[config.mk]
export PLATFORM = sky130hd
export DESIGN_NAME = gp_arbiter
export DESIGN_NICKNAME = d
export VERILOG_FILES = /design/src/rtl/gp_pkg.sv /design/src/rtl/gp_rr_pick.sv /design/src/rtl/gp_arbiter.sv
export SDC_FILE = /design/constraint.sdc
export NUM_CORES = 1
export LEC_CHECK = 0
export BUFFER_PORTS_ARGS = -buffer_cell sky130_fd_sc_hd__buf_2
export CAP_MARGIN = 5
export CORE_MARGIN = 2
export CORE_UTILIZATION = 48
export DETAILED_ROUTE_END_ITERATION = 10
export PLACE_DENSITY = 0.94
export SLEW_MARGIN = 40
export SYNTH_ARGS = -nofsm -noshare
export SYNTH_HDL_FRONTEND = slang
export SYNTH_HIERARCHICAL = 1
export SYNTH_SLANG_ARGS = --single-unit
[constraint.sdc]
create_clock -name clk -period 10.9 [get_ports clk]
set_clock_uncertainty 0.15 [all_clocks]
set_input_delay 2.18 -clock clk [delete_from_list [all_inputs] [get_ports clk]]
set_output_delay 2.18 -clock clk [all_outputs]
set_load 0.02 [all_outputs]
[src/rtl/gp_pkg.sv]
// gp_pkg: shared graphics-processor widths, screen limits, opcodes and command record.
package gp_pkg;
  localparam int GP_X_W = 10;
  localparam int GP_Y_W = 9;
  localparam int GP_ARG_W = 12;
  localparam int SCREEN_MAX_X = 639;
  localparam int SCREEN_MAX_Y = 479;
  localparam logic OP_FILL = 1'b0;
  localparam logic OP_BLIT = 1'b1;

  typedef enum logic [1:0] {ST_IDLE, ST_BUSY, ST_DONE} arb_state_t;

  typedef struct packed {
    logic                opcode;
    logic [GP_X_W-1:0]   tl_x;
    logic [GP_Y_W-1:0]   tl_y;
    logic [GP_X_W-1:0]   br_x;
    logic [GP_Y_W-1:0]   br_y;
    logic [GP_ARG_W-1:0] arg;
  } gp_cmd_t;

  // Only the bottom-right corner is limited; an inverted rectangle passes through untouched.
  function automatic gp_cmd_t clamp_cmd(input gp_cmd_t c);
    gp_cmd_t r;
    r = c;
    r.br_x = c.br_x > GP_X_W'(SCREEN_MAX_X) ? GP_X_W'(SCREEN_MAX_X) : c.br_x;
    r.br_y = c.br_y > GP_Y_W'(SCREEN_MAX_Y) ? GP_Y_W'(SCREEN_MAX_Y) : c.br_y;
    return r;
  endfunction
endpackage

[src/rtl/gp_rr_pick.sv]
// gp_rr_pick: combinational rotating-priority picker; first set request at or after ptr.
module gp_rr_pick #(
  parameter int N = 3
) (
  input  logic [N-1:0] req,
  input  logic [2:0]   ptr,
  output logic         valid,
  output logic [2:0]   idx
);
  logic [2*N-1:0] dbl;
  logic [N-1:0]   rot;
  logic [3:0]     off;
  logic [3:0]     sum;

  // rot[k] is the request sitting k positions after ptr
  assign dbl = {req, req} >> ptr;
  assign rot = dbl[N-1:0];
  assign valid = |req;

  always_comb begin
    off = '0;
    for (int k = N - 1; k >= 0; k--)
      if (rot[k]) off = 4'(k);
    sum = 4'(ptr) + off;
    idx = 3'(sum >= 4'(N) ? sum - 4'(N) : sum);
  end
endmodule

[src/rtl/gp_arbiter.sv]
// gp_arbiter: round-robin sharing of the GP rectangle engine among NUM_REQ requesters,
// with command latch at grant, optional screen clamp and optional BUSY watchdog.
module gp_arbiter
  import gp_pkg::*;
#(
  parameter int NUM_REQ  = 3,
  parameter bit CLAMP_EN = 1'b1,
  parameter int TIMEOUT  = 0
) (
  input  logic                        clk,
  input  logic                        rst_n,
  input  logic [NUM_REQ-1:0]          req_en,
  input  logic [NUM_REQ-1:0]          req_opcode,
  input  logic [NUM_REQ*GP_X_W-1:0]   req_tl_x,
  input  logic [NUM_REQ*GP_Y_W-1:0]   req_tl_y,
  input  logic [NUM_REQ*GP_X_W-1:0]   req_br_x,
  input  logic [NUM_REQ*GP_Y_W-1:0]   req_br_y,
  input  logic [NUM_REQ*GP_ARG_W-1:0] req_arg,
  output logic [NUM_REQ-1:0]          req_finish,
  output logic [NUM_REQ-1:0]          req_err,
  output logic                        gp_en,
  output logic                        gp_opcode,
  output logic [GP_X_W-1:0]           gp_tl_x,
  output logic [GP_Y_W-1:0]           gp_tl_y,
  output logic [GP_X_W-1:0]           gp_br_x,
  output logic [GP_Y_W-1:0]           gp_br_y,
  output logic [GP_ARG_W-1:0]         gp_arg,
  input  logic                        gp_finish,
  output logic                        busy,
  output logic [2:0]                  grant_id
);
  arb_state_t state, state_nx;
  logic [2:0] rr_ptr, pick_idx;
  logic [31:0] wdog;
  logic pick_valid, issue, fin, tout, rel;
  logic [NUM_REQ-1:0] gnt_oh;
  gp_cmd_t sel, cmd;

  gp_rr_pick #(.N(NUM_REQ)) u_pick (
    .req(req_en),
    .ptr(rr_ptr),
    .valid(pick_valid),
    .idx(pick_idx)
  );

  assign gnt_oh = NUM_REQ'(1) << grant_id;
  assign busy = state != ST_IDLE;

  always_comb begin
    sel = '0;
    for (int i = 0; i < NUM_REQ; i++)
      if (pick_idx == 3'(i))
        sel = '{opcode: req_opcode[i],
                tl_x: req_tl_x[GP_X_W*i +: GP_X_W],
                tl_y: req_tl_y[GP_Y_W*i +: GP_Y_W],
                br_x: req_br_x[GP_X_W*i +: GP_X_W],
                br_y: req_br_y[GP_Y_W*i +: GP_Y_W],
                arg: req_arg[GP_ARG_W*i +: GP_ARG_W]};
    cmd = CLAMP_EN ? clamp_cmd(sel) : sel;
  end

  // A real completion wins over a watchdog expiry in the same cycle
  always_comb begin
    issue = state == ST_IDLE && pick_valid && !gp_finish;
    tout = state == ST_BUSY && TIMEOUT != 0 && wdog == 32'(TIMEOUT - 1) && !gp_finish;
    fin = state == ST_BUSY && (gp_finish || tout);
    rel = state == ST_DONE && !(|(req_en & gnt_oh)) && !gp_finish;
    state_nx = issue ? ST_BUSY : fin ? ST_DONE : rel ? ST_IDLE : state;
  end

  always_ff @(posedge clk or negedge rst_n)
    if (!rst_n) state <= ST_IDLE;
    else state <= state_nx;

  always_ff @(posedge clk or negedge rst_n) begin
    if (!rst_n) begin
      gp_en <= 1'b0;
      {gp_opcode, gp_tl_x, gp_tl_y, gp_br_x, gp_br_y, gp_arg} <= '0;
      grant_id <= '0;
      rr_ptr <= '0;
      wdog <= '0;
      req_finish <= '0;
      req_err <= '0;
    end else begin
      if (issue) begin
        {gp_opcode, gp_tl_x, gp_tl_y, gp_br_x, gp_br_y, gp_arg} <= cmd;
        gp_en <= 1'b1;
        grant_id <= pick_idx;
        wdog <= '0;
      end
      if (state == ST_BUSY) wdog <= wdog + 32'd1;
      if (fin) begin
        gp_en <= 1'b0;
        req_finish <= gnt_oh;
        req_err <= tout ? gnt_oh : '0;
      end
      if (rel) begin
        req_finish <= '0;
        req_err <= '0;
        rr_ptr <= grant_id == 3'(NUM_REQ - 1) ? 3'd0 : grant_id + 3'd1;
      end
    end
  end
endmodule

After elaboration in Yosys (flattened, before gate mapping)
Index checks and enable logic that the tools add are counted.
{"block": "word_totals", "reg_bits": 66, "in_bits": 159, "output_inout_bits": 62, "elab_cells": 60}
{"block": "classes", "addsub": 3, "n_lt_le_gt_ge": 3, "eq_ne": 5, "shift": 2, "mux": 19, "n_bitwise": 1, "n_reduce_logical": 15}
{"operator": "51-bit 2-to-1 mux", "n": 3}
{"operator": "3-bit 2-to-1 mux", "n": 6}
{"operator": "2-bit 2-to-1 mux", "n": 6}
{"operator": "10-bit > comparator, second input constant", "n": 1}
{"operator": "10-bit 2-to-1 mux", "n": 1}
{"operator": "9-bit > comparator, second input constant", "n": 1}
{"operator": "9-bit 2-to-1 mux", "n": 1}
{"operator": "3-bit by 2-bit == test with 1-bit output, second input constant", "n": 2}
{"operator": "2-bit nonzero test", "n": 3}
{"operator": "3-bit OR reduction", "n": 2}
{"operator": "6-bit by 3-bit >> shifter with 3-bit output", "n": 1}
{"operator": "1-bit logical AND", "n": 5}
{"operator": "3-bit by 2-bit adder with 4-bit output", "n": 1}
{"operator": "4-bit by 2-bit greater-or-equal comparator with 1-bit output, second input constant", "n": 1}
{"operator": "3-bit by 1-bit adder with 3-bit output, second input constant", "n": 1}
{"operator": "3-bit bitwise AND", "n": 1}
{"operator": "3-bit by 1-bit == test with 1-bit output, second input constant", "n": 1}
{"operator": "3-bit logical NOT", "n": 1}
{"operator": "3-bit nonzero test", "n": 1}
{"operator": "1-bit by 3-bit left shift with 3-bit output, first input constant", "n": 1}
{"operator": "3-bit by 2-bit subtractor with 3-bit output, second input constant", "n": 1}
{"operator": "2-bit by 1-bit == test with 1-bit output, second input constant", "n": 1}
{"operator": "2-bit == test, second input constant", "n": 1}
{"operator": "1-bit logical NOT", "n": 2}
{"operator": "other kinds (2)", "n": 3}

Depth between registers and ports, before layout
Gate-level depths: netlist (run 1).
{"block": "depth", "word_depth": 13, "mapped_depth": 19, "ltp_nobuf": 15}

By module
Netlist (run 1), hierarchy kept.
{"module": "gp_arbiter", "n_inst": 1, "cells_each": 356, "area_per_inst_um2": 3554.7, "seq_area_each_um2": 1576.5}
{"module": "gp_rr_pick", "n_inst": 1, "cells_each": 47, "area_per_inst_um2": 356.6, "seq_area_each_um2": 0.0}

Worst setup path after synthesis (run 1)
No wires, ideal clock.
{"block": "synth_path", "path_kind": "input to register", "start": "input port req_en[2]", "end": "register gp_br_y[0]", "setup_time_ns": 0.065, "arrival_time_ns": 5.578, "required_ns": 10.685, "slack_ns": 5.107, "path_stages": 15, "path_buffers": 0, "cell_sequence": "nor3b_1 a311oi_1 o31ai_1 ha_1 inv_1 fa_1 inv_1 ha_1 or2_2 a21oi_1 a221oi_1 nor2b_2 a32oi_1 o41ai_4 o22a_1"}
{"block": "synth_via", "elab_chain_cells": 13, "word_cells_on_any_way": 19, "classes_between": "2 x add/sub; 2 x order compare; 2 x eq/ne; 1 x shift; 8 x mux; 4 x reduce/logical"}
{"item": "start: declaration", "line": "gp_arbiter.sv:12", "rtl": "input logic [NUM_REQ-1:0] req_en,"}
{"item": "6-bit by 3-bit >> shifter with 3-bit output (*)", "line": "gp_rr_pick.sv:16", "rtl": "assign dbl = {req, req} >> ptr;"}
{"item": "2-bit 2-to-1 mux (2 in a row)", "line": "gp_rr_pick.sv:23", "rtl": "if (rot[k]) off = 4'(k);"}
{"item": "2-bit 2-to-1 mux (*)", "line": "gp_rr_pick.sv:23"}
{"item": "3-bit by 2-bit adder with 4-bit output (*)", "line": "gp_rr_pick.sv:24", "rtl": "sum = 4'(ptr) + off;"}
{"item": "4-bit by 2-bit greater-or-equal comparator with 1-bit output or 3-bit by 2-bit subtractor with 3-bit output (tied branches)", "line": "gp_rr_pick.sv:25", "rtl": "idx = 3'(sum >= 4'(N) ? sum - 4'(N) : sum);"}
{"item": "3-bit 2-to-1 mux (*)", "line": "gp_rr_pick.sv:25"}
{"item": "net pick_idx[1]", "line": "gp_arbiter.sv:33", "rtl": "logic [2:0] rr_ptr, pick_idx;"}
{"item": "3-bit logical NOT", "line": "gp_arbiter.sv:52", "rtl": "if (pick_idx == 3'(i))"}
{"item": "51-bit 2-to-1 mux (2 in a row)", "line": "gp_arbiter.sv:52"}
{"item": "51-bit 2-to-1 mux (*)", "line": "gp_arbiter.sv:52"}
{"item": "9-bit > comparator", "line": "gp_pkg.sv:27", "rtl": "r.br_y = c.br_y > GP_Y_W'(SCREEN_MAX_Y) ? GP_Y_W'(SCREEN_MAX_Y) : c.br_y;"}
{"item": "9-bit 2-to-1 mux (*)", "line": "gp_pkg.sv:27"}
{"item": "end signal: assignment", "line": "gp_arbiter.sv:86", "rtl": "{gp_opcode, gp_tl_x, gp_tl_y, gp_br_x, gp_br_y, gp_arg} <= cmd;"}
{"item": "end: declaration", "line": "gp_arbiter.sv:26", "rtl": "output logic [GP_Y_W-1:0] gp_br_y,"}
The timed path passes the listed nets; every way through them passes the cells marked *.
A chain may end at the register's enable or synchronous reset.

Worst setup path after layout (run 1)
{"block": "layout_path", "start": "input port req_en[0]", "end": "register gp_br_y[0]"}
{"block": "layout_via", "elab_chain_cells": 13, "word_cells_on_any_way": 19, "classes_between": "2 x add/sub; 2 x order compare; 2 x eq/ne; 1 x shift; 8 x mux; 4 x reduce/logical"}
{"item": "6-bit by 3-bit >> shifter with 3-bit output (*)", "line": "gp_rr_pick.sv:16"}
{"item": "2-bit 2-to-1 mux (2 in a row)", "line": "gp_rr_pick.sv:23"}
{"item": "2-bit 2-to-1 mux (*)", "line": "gp_rr_pick.sv:23"}
{"item": "3-bit by 2-bit adder with 4-bit output (*)", "line": "gp_rr_pick.sv:24"}
{"item": "4-bit by 2-bit greater-or-equal comparator with 1-bit output", "line": "gp_rr_pick.sv:25"}
{"item": "3-bit 2-to-1 mux (*)", "line": "gp_rr_pick.sv:25"}
{"item": "net pick_idx[0]", "line": "gp_arbiter.sv:33"}
{"item": "3-bit logical NOT", "line": "gp_arbiter.sv:52"}
{"item": "51-bit 2-to-1 mux (2 in a row)", "line": "gp_arbiter.sv:52"}
{"item": "51-bit 2-to-1 mux (*)", "line": "gp_arbiter.sv:52"}
{"item": "9-bit > comparator", "line": "gp_pkg.sv:27"}
{"item": "9-bit 2-to-1 mux (*)", "line": "gp_pkg.sv:27"}
Marked as above.

==> impl_metrics.yaml, run 1 <==
flow_run:
  drv_cap: 0
die:
  die_area_um2: 8890
  initial_utilization: 0.501
  core-area_um2: 7810
  num_io_pins: 221
  row_count: 32
  die_h_um: 94.3
  die_w_um: 94.3
clock_tree:
  htree_num_levels: 3
  clk_pin_slew_ps: 70
  cts_setup_buffers: 0
  clkSinkCount: 63
  numCtsBuffers: 9
  ctsHoldBuffers: 0
  clk_path_buf_depth: 2
  cts_resized: 0
  cts_tree: "built"
  root_buffer: "clkbuf_8"
  insertion_delay_ps: 310
setup_path:
  critPathCapture: "gp_br_y[0]"
  crit_chain: "buf_2 -> nor3b_1 -> a311oi_1 -> o31ai_1 -> ha_1 -> inv_1 -> fa_1 -> inv_1 -> ha_1 -> nor4b_1 -> a211o_1 -> nor3_2 -> buf_6 -> mux2_2 -> a32oi_1 -> o41ai_4 -> o22a_1"
  reg2reg_depth: 16
  regToRegSetupSlack_ps: 5900
  rr_startpoint: "rr_ptr[0]"
  path_buf_inv: 4
  r2r-end: "gp_br_y[0]"
  crit_type: "primary input to flip-flop"
  cp.required_ps: 10950
  max_stage_delay_ps: 540
  critical-path-top-delay-family: "compound AO/OA/AOI/OAI gates"
  startpoint: "req_en[0]"
  crit_fanout: 52
  crit_arrival_ps: 6560
  slowest_stage: "buf_6"
  crit_cells: 17
  cp-end-kind: "flip-flop"
  start_kind: "primary input"
sta:
  period_needed_ps: 6520
  relSlewSlack: 0.577
  worst_slew_pin_slew_ps: 627
  slew_violations: 0
  setup_violations: 0
  whs_ps: 335
  finalCritPeriodShare: 0.598
  rsz0062_at_grt: "no"
  max_freq_mhz: 153
  finalWorstSetupSlack_ps: 4380
  tns_ps: 0
  hold_viol_final: 0
logic_synthesis:
  synth_edf_count: 0
  avgSynthCellArea_um2: 9.71
  synth_top_area_frac: 0.403
  async_reset_ff_frac: 1.00
  synth_top_cells_by_count: "dfrtp_1 (63), nand2_1 (62), mux2i_1 (52), o21ai_0 (47), a22o_1 (33)"
  ys_warn_count: 6
  synth_top_area_cell: "dfrtp_1"
  synth_area_um2: 3910
  synth_ff_type: "dfrtp_1"
  synth.distinct_cells: 51
  seq_area_frac_synth: 0.403
  synth.area.top_cells: "dfrtp_1 (40%), mux2i_1 (13%), a22o_1 (7.4%), o21ai_0 (6.0%), nand2_1 (6.0%)"
  ys_ff_latch: 63
  synth_most_common_cell: "dfrtp_1"
  synth_cells: 403
global_routing:
  antenna_found_initial: 0
  globalRouteOverflowTotal: 0
  grt_pass1_wl_um: 17700
  grt_max_degree: 64
  grt.total_usage: 0.250
  grt_pass1_vias: 3852
cells_and_area:
  final_util: 0.668
  antenna_cells: 0
  area_growth_pct: 33.4
  drive_gt1_frac: 0.427
  fin_area_um2: 5220
  fin_cells: 711
  fin_nets: 769
power:
  powerDensity_nw_per_um2: 428
  power.leakage_nw: 2.73
  total_power_mw: 2.23
  ir_worst_vdd_uv: 490
route:
  dr.pass1.iters: 4
  vias: 4036
  drt-total-wl_um: 11500
  via_per_inst: 5.68
  final_antenna_net_count: 0
  drtIter0Drc: 161
  wl_per_cell_um: 16.2
  drc_errors: 0
place:
  placed_cells: 697
  post_dp_cell_area_um2: 5030
  place_ws_ps: 3930
  io_buffers: 217
  dpl.hpwl_um: 8580
  place_congestion: 0.829
min_path:
  hold_path.class: "flip-flop to flip-flop"
run_status:
  run_status: "completed"
[logic make-up (layout without fill, tap and decap cells)]
| family | Yosys count | after routing | synth area share |
|---|---|---|---|
| mux | 56 | 56 | 0.145 |
| flops | 63 | 63 | 0.403 |
| xor+xnor | 1 | 1 | 0.00224 |
| simple gates | 103 | 103 | 0.133 |
| buf+inv | 42 | 246 | 0.0560 |
| fa+ha+maj | 4 | 4 | 0.0147 |
| other cells | 1 | 3 | 0.000959 |
| compound gates | 133 | 133 | 0.245 |
[flip-flops by register name, summed over array words and instances, names as in the netlist]
signal	flops
gp_opcode	1
grant_id	3
gp_en	1
req_finish	3
gp_arg	12
gp_br_x	10
gp_tl_x	10
gp_tl_y	9
state	2
rr_ptr	3
gp_br_y	9
[worst reg2reg max path: cells and delay by family (launching register included)]
kind	cells	cell delay, ps
mux	1	410
compound gates	6	1370
fa+ha+maj	3	1110
simple gates	3	630
flops	1	480
buf+inv	3	710
[layout by cell type, fill, tap and decap left out, types with 2 or more instances in the layout]
cell	count
buf_2	217
dfrtp_1	63
nand2_1	62
mux2i_1	52
o21ai_0	47
a22o_1	33
clkbuf_8	13
a21oi_1	12
or2_2	9
inv_1	9
o2bb2ai_1	9
a22oi_1	7
nor2_1	7
o31ai_1	6
o22a_1	5
mux2_2	4
nor3b_1	4
conb_1	3
buf_4	3
ha_1	3
a211o_1	2
a32oi_1	2
a2bb2oi_1	2
nor3_1	2
nand3b_1	2
nor4_1	2
buf_6	2
nor4b_2	2
[report_power, final]
group / internal [mW] / switching, mW / leakage, nW
registers: 0.335 / 0.0784 / 0.800
logic: 0.657 / 0.978 / 1.83
clock network: 0.105 / 0.0789 / 0.0946
[layer usage]
layer	track usage	up-vias	share of wire
met5	0	-	0
met4	0.0870	0	0.020
met3	0.0465	24	0.079
met2	0.455	203	0.52
met1	0.292	1924	0.38
li1	-	1885	-
[how the worst min path moves through the flow]
stage	startpoint	endpoint	cells after the start
floorplan	state[0]	state[0]	2
global placement	gp_en	gp_en	2
detailed placement	gp_en	gp_en	2
CTS	gp_en	gp_en	2
global route	gp_tl_y[2]	gp_tl_y[2]	1
finish	gp_en	gp_en	2
[final cells by class]
| class | count | area, µm² |
|---|---|---|
| Inverter | 9 | 33.8 |
| Fill cell | 614 | 2590 |
| Sequential cell | 63 | 1580 |
| Tap cell | 102 | 128 |
| Multi-Input combinational cell | 300 | 2150 |
| Clock buffer | 14 | 183 |
| Timing Repair Buffer | 223 | 1150 |
Note: power is estimated with default switching activity, not from simulation.
==> run 2: changes to the inputs <==
--- a/config.mk
+++ b/config.mk
@@ -8,9 +8,9 @@
 export BUFFER_PORTS_ARGS = -buffer_cell sky130_fd_sc_hd__buf_2
 export CAP_MARGIN = 5
 export CORE_MARGIN = 2
-export CORE_UTILIZATION = 48
+export CORE_UTILIZATION = 41
 export DETAILED_ROUTE_END_ITERATION = 10
-export PLACE_DENSITY = 0.94
+export PLACE_DENSITY = 0.86
 export SLEW_MARGIN = 40
 export SYNTH_ARGS = -nofsm -noshare
 export SYNTH_HDL_FRONTEND = slang
==> constraint.sdc (replaced) <==
create_clock -name clk -period 5.85 [get_ports clk]
set_clock_uncertainty 0.15 [all_clocks]
set_input_delay 1.17 -clock clk [delete_from_list [all_inputs] [get_ports clk]]
set_output_delay 1.17 -clock clk [all_outputs]
set_load 0.02 [all_outputs]
==> run 2 against run 1 <==
Total power up 90%. Critical endpoint is now gp_br_x[2]. Design area up 2.1%. Worst hold slack better by 1.1 ps. Critical path depth up 1. Sequential share of layout area down 0.63 points.
==> impl_metrics.yaml, run 2 (synthesis gave the netlist of run 1 again) <==
setup_path:
  path_buf_inv: 5
  cp-end-kind: "flip-flop"
  critical-path-top-delay-family: "compound AO/OA/AOI/OAI gates"
  crit_fanout: 18
  crit_chain: "buf_2 -> nor3b_1 -> nor3_1 -> o31ai_1 -> ha_1 -> inv_1 -> fa_1 -> inv_1 -> ha_1 -> nor4b_1 -> a211o_1 -> nor3_2 -> buf_4 -> nor2b_4 -> buf_4 -> o2bb2ai_1 -> o21ai_0 -> o21ai_0"
  start_kind: "primary input"
  max_stage_delay_ps: 540
  slowest_stage: "o21ai_0"
  cp.required_ps: 5860
  crit_arrival_ps: 5280
  crit_type: "primary input to flip-flop"
global_routing:
  grt.total_usage: 0.210
  globalRouteOverflowTotal: 0
  antenna_found_initial: 0
  grt_pass1_wl_um: 17200
  grt_max_degree: 64
  grt_pass1_vias: 3686
sta:
  worst_slew_pin_slew_ps: 643
  slew_violations: 0
  finalCritPeriodShare: 0.900
  whs_ps: 336
  max_freq_mhz: 190
  tns_ps: 0
  hold_viol_final: 0
  finalWorstSetupSlack_ps: 583
  period_needed_ps: 5270
  rsz0062_at_grt: "no"
  setup_violations: 0
  relSlewSlack: 0.567
die:
  row_count: 35
  die_w_um: 102
  core-area_um2: 9240
  num_io_pins: 221
  die_h_um: 102
  die_area_um2: 10300
  initial_utilization: 0.423
clock_tree:
  cts_setup_buffers: 0
  cts_resized: 0
  numCtsBuffers: 9
  cts_tree: "built"
  clkSinkCount: 63
  htree_num_levels: 3
  insertion_delay_ps: 320
  clk_path_buf_depth: 2
  root_buffer: "clkbuf_8"
  ctsHoldBuffers: 0
  clk_pin_slew_ps: 70
place:
  dpl.hpwl_um: 8580
  place_ws_ps: 311
  io_buffers: 217
  place_congestion: 0.855
route:
  via_per_inst: 5.32
  drt-total-wl_um: 11200
  drtIter0Drc: 91
  wl_per_cell_um: 15.1
  final_antenna_net_count: 0
  dr.pass1.iters: 5
  vias: 3960
  drc_errors: 0
cells_and_area:
  drive_gt1_frac: 0.433
  antenna_cells: 0
  area_growth_pct: 36.2
  final_util: 0.577
  largest_reg_flops: 12
  final_cell_mix: "buf_2 (217), dfrtp_1 (63), nand2_1 (62)"
  fin_nets: 774
  layout_commonest_cell: "buf_2"
flow_run:
  drv_cap: 0
run_status:
  run_status: "completed"
power:
  ir_worst_vdd_uv: 540
  power.leakage_nw: 2.77
  powerDensity_nw_per_um2: 798
min_path:
  hold_path.class: "flip-flop to flip-flop"
==> run 2: cell types whose count changed in the layout (fill, tap and decap cells not counted), sizes merged <==
cell    delta
buf        +5
clkinv     +2
bufinv     +1
clkbuf     -1
==> run 2: final cells by class <==
type / count / area [µm²]
fill: 818 / 3910
clock inverter: 3 / 40.0
sequential: 63 / 1580
multi-input combinational: 300 / 2160
timing repair buffer: 228 / 1190
inverter: 9 / 33.8
clock buffer: 13 / 169
tap: 129 / 161
==> run 2: worst paths after layout <==
path,startpoint,to,slack (ps),cells past startpoint
max,req_en[1],gp_br_x[2],580,18
min,gp_en,gp_en,340,2
max reg2reg,rr_ptr[0],gp_br_x[2],1080,17
min reg2reg,gp_en,gp_en,340,2
max in group asynchronous,rst_n,gp_arg[9],4380,2
min in group asynchronous,rst_n,req_finish[2],770,2
==> run 2: stage by stage <==
stage	instances	power (mW)	area (µm²)
finish	745	4.25	5330
global route	745	4.61	5330
floorplan	405	3.08	3920
detailed placement	729	3.87	5120
global placement	728	3.73	5090
CTS	745	4.28	5330
==> run 2: power breakdown <==
group          internal (mW)  switching (mW)
Combinational           1.27            1.83
Clock                  0.231           0.154
Sequential             0.624           0.143
==> run 2: tightest hold or removal path, cell delays in order, from the launching register on <==
cell and delay (ps):
dfrtp_1 350, nand2_1 50, nand2_1 50
==> run 2: metal layers <==
metal,track usage,share of wire,vias to the layer above
li1,-,-,1904
met1,0.255,0.41,1855
met2,0.355,0.50,179
met3,0.0483,0.072,22
met4,0.0904,0.017,0
met5,0,0,-
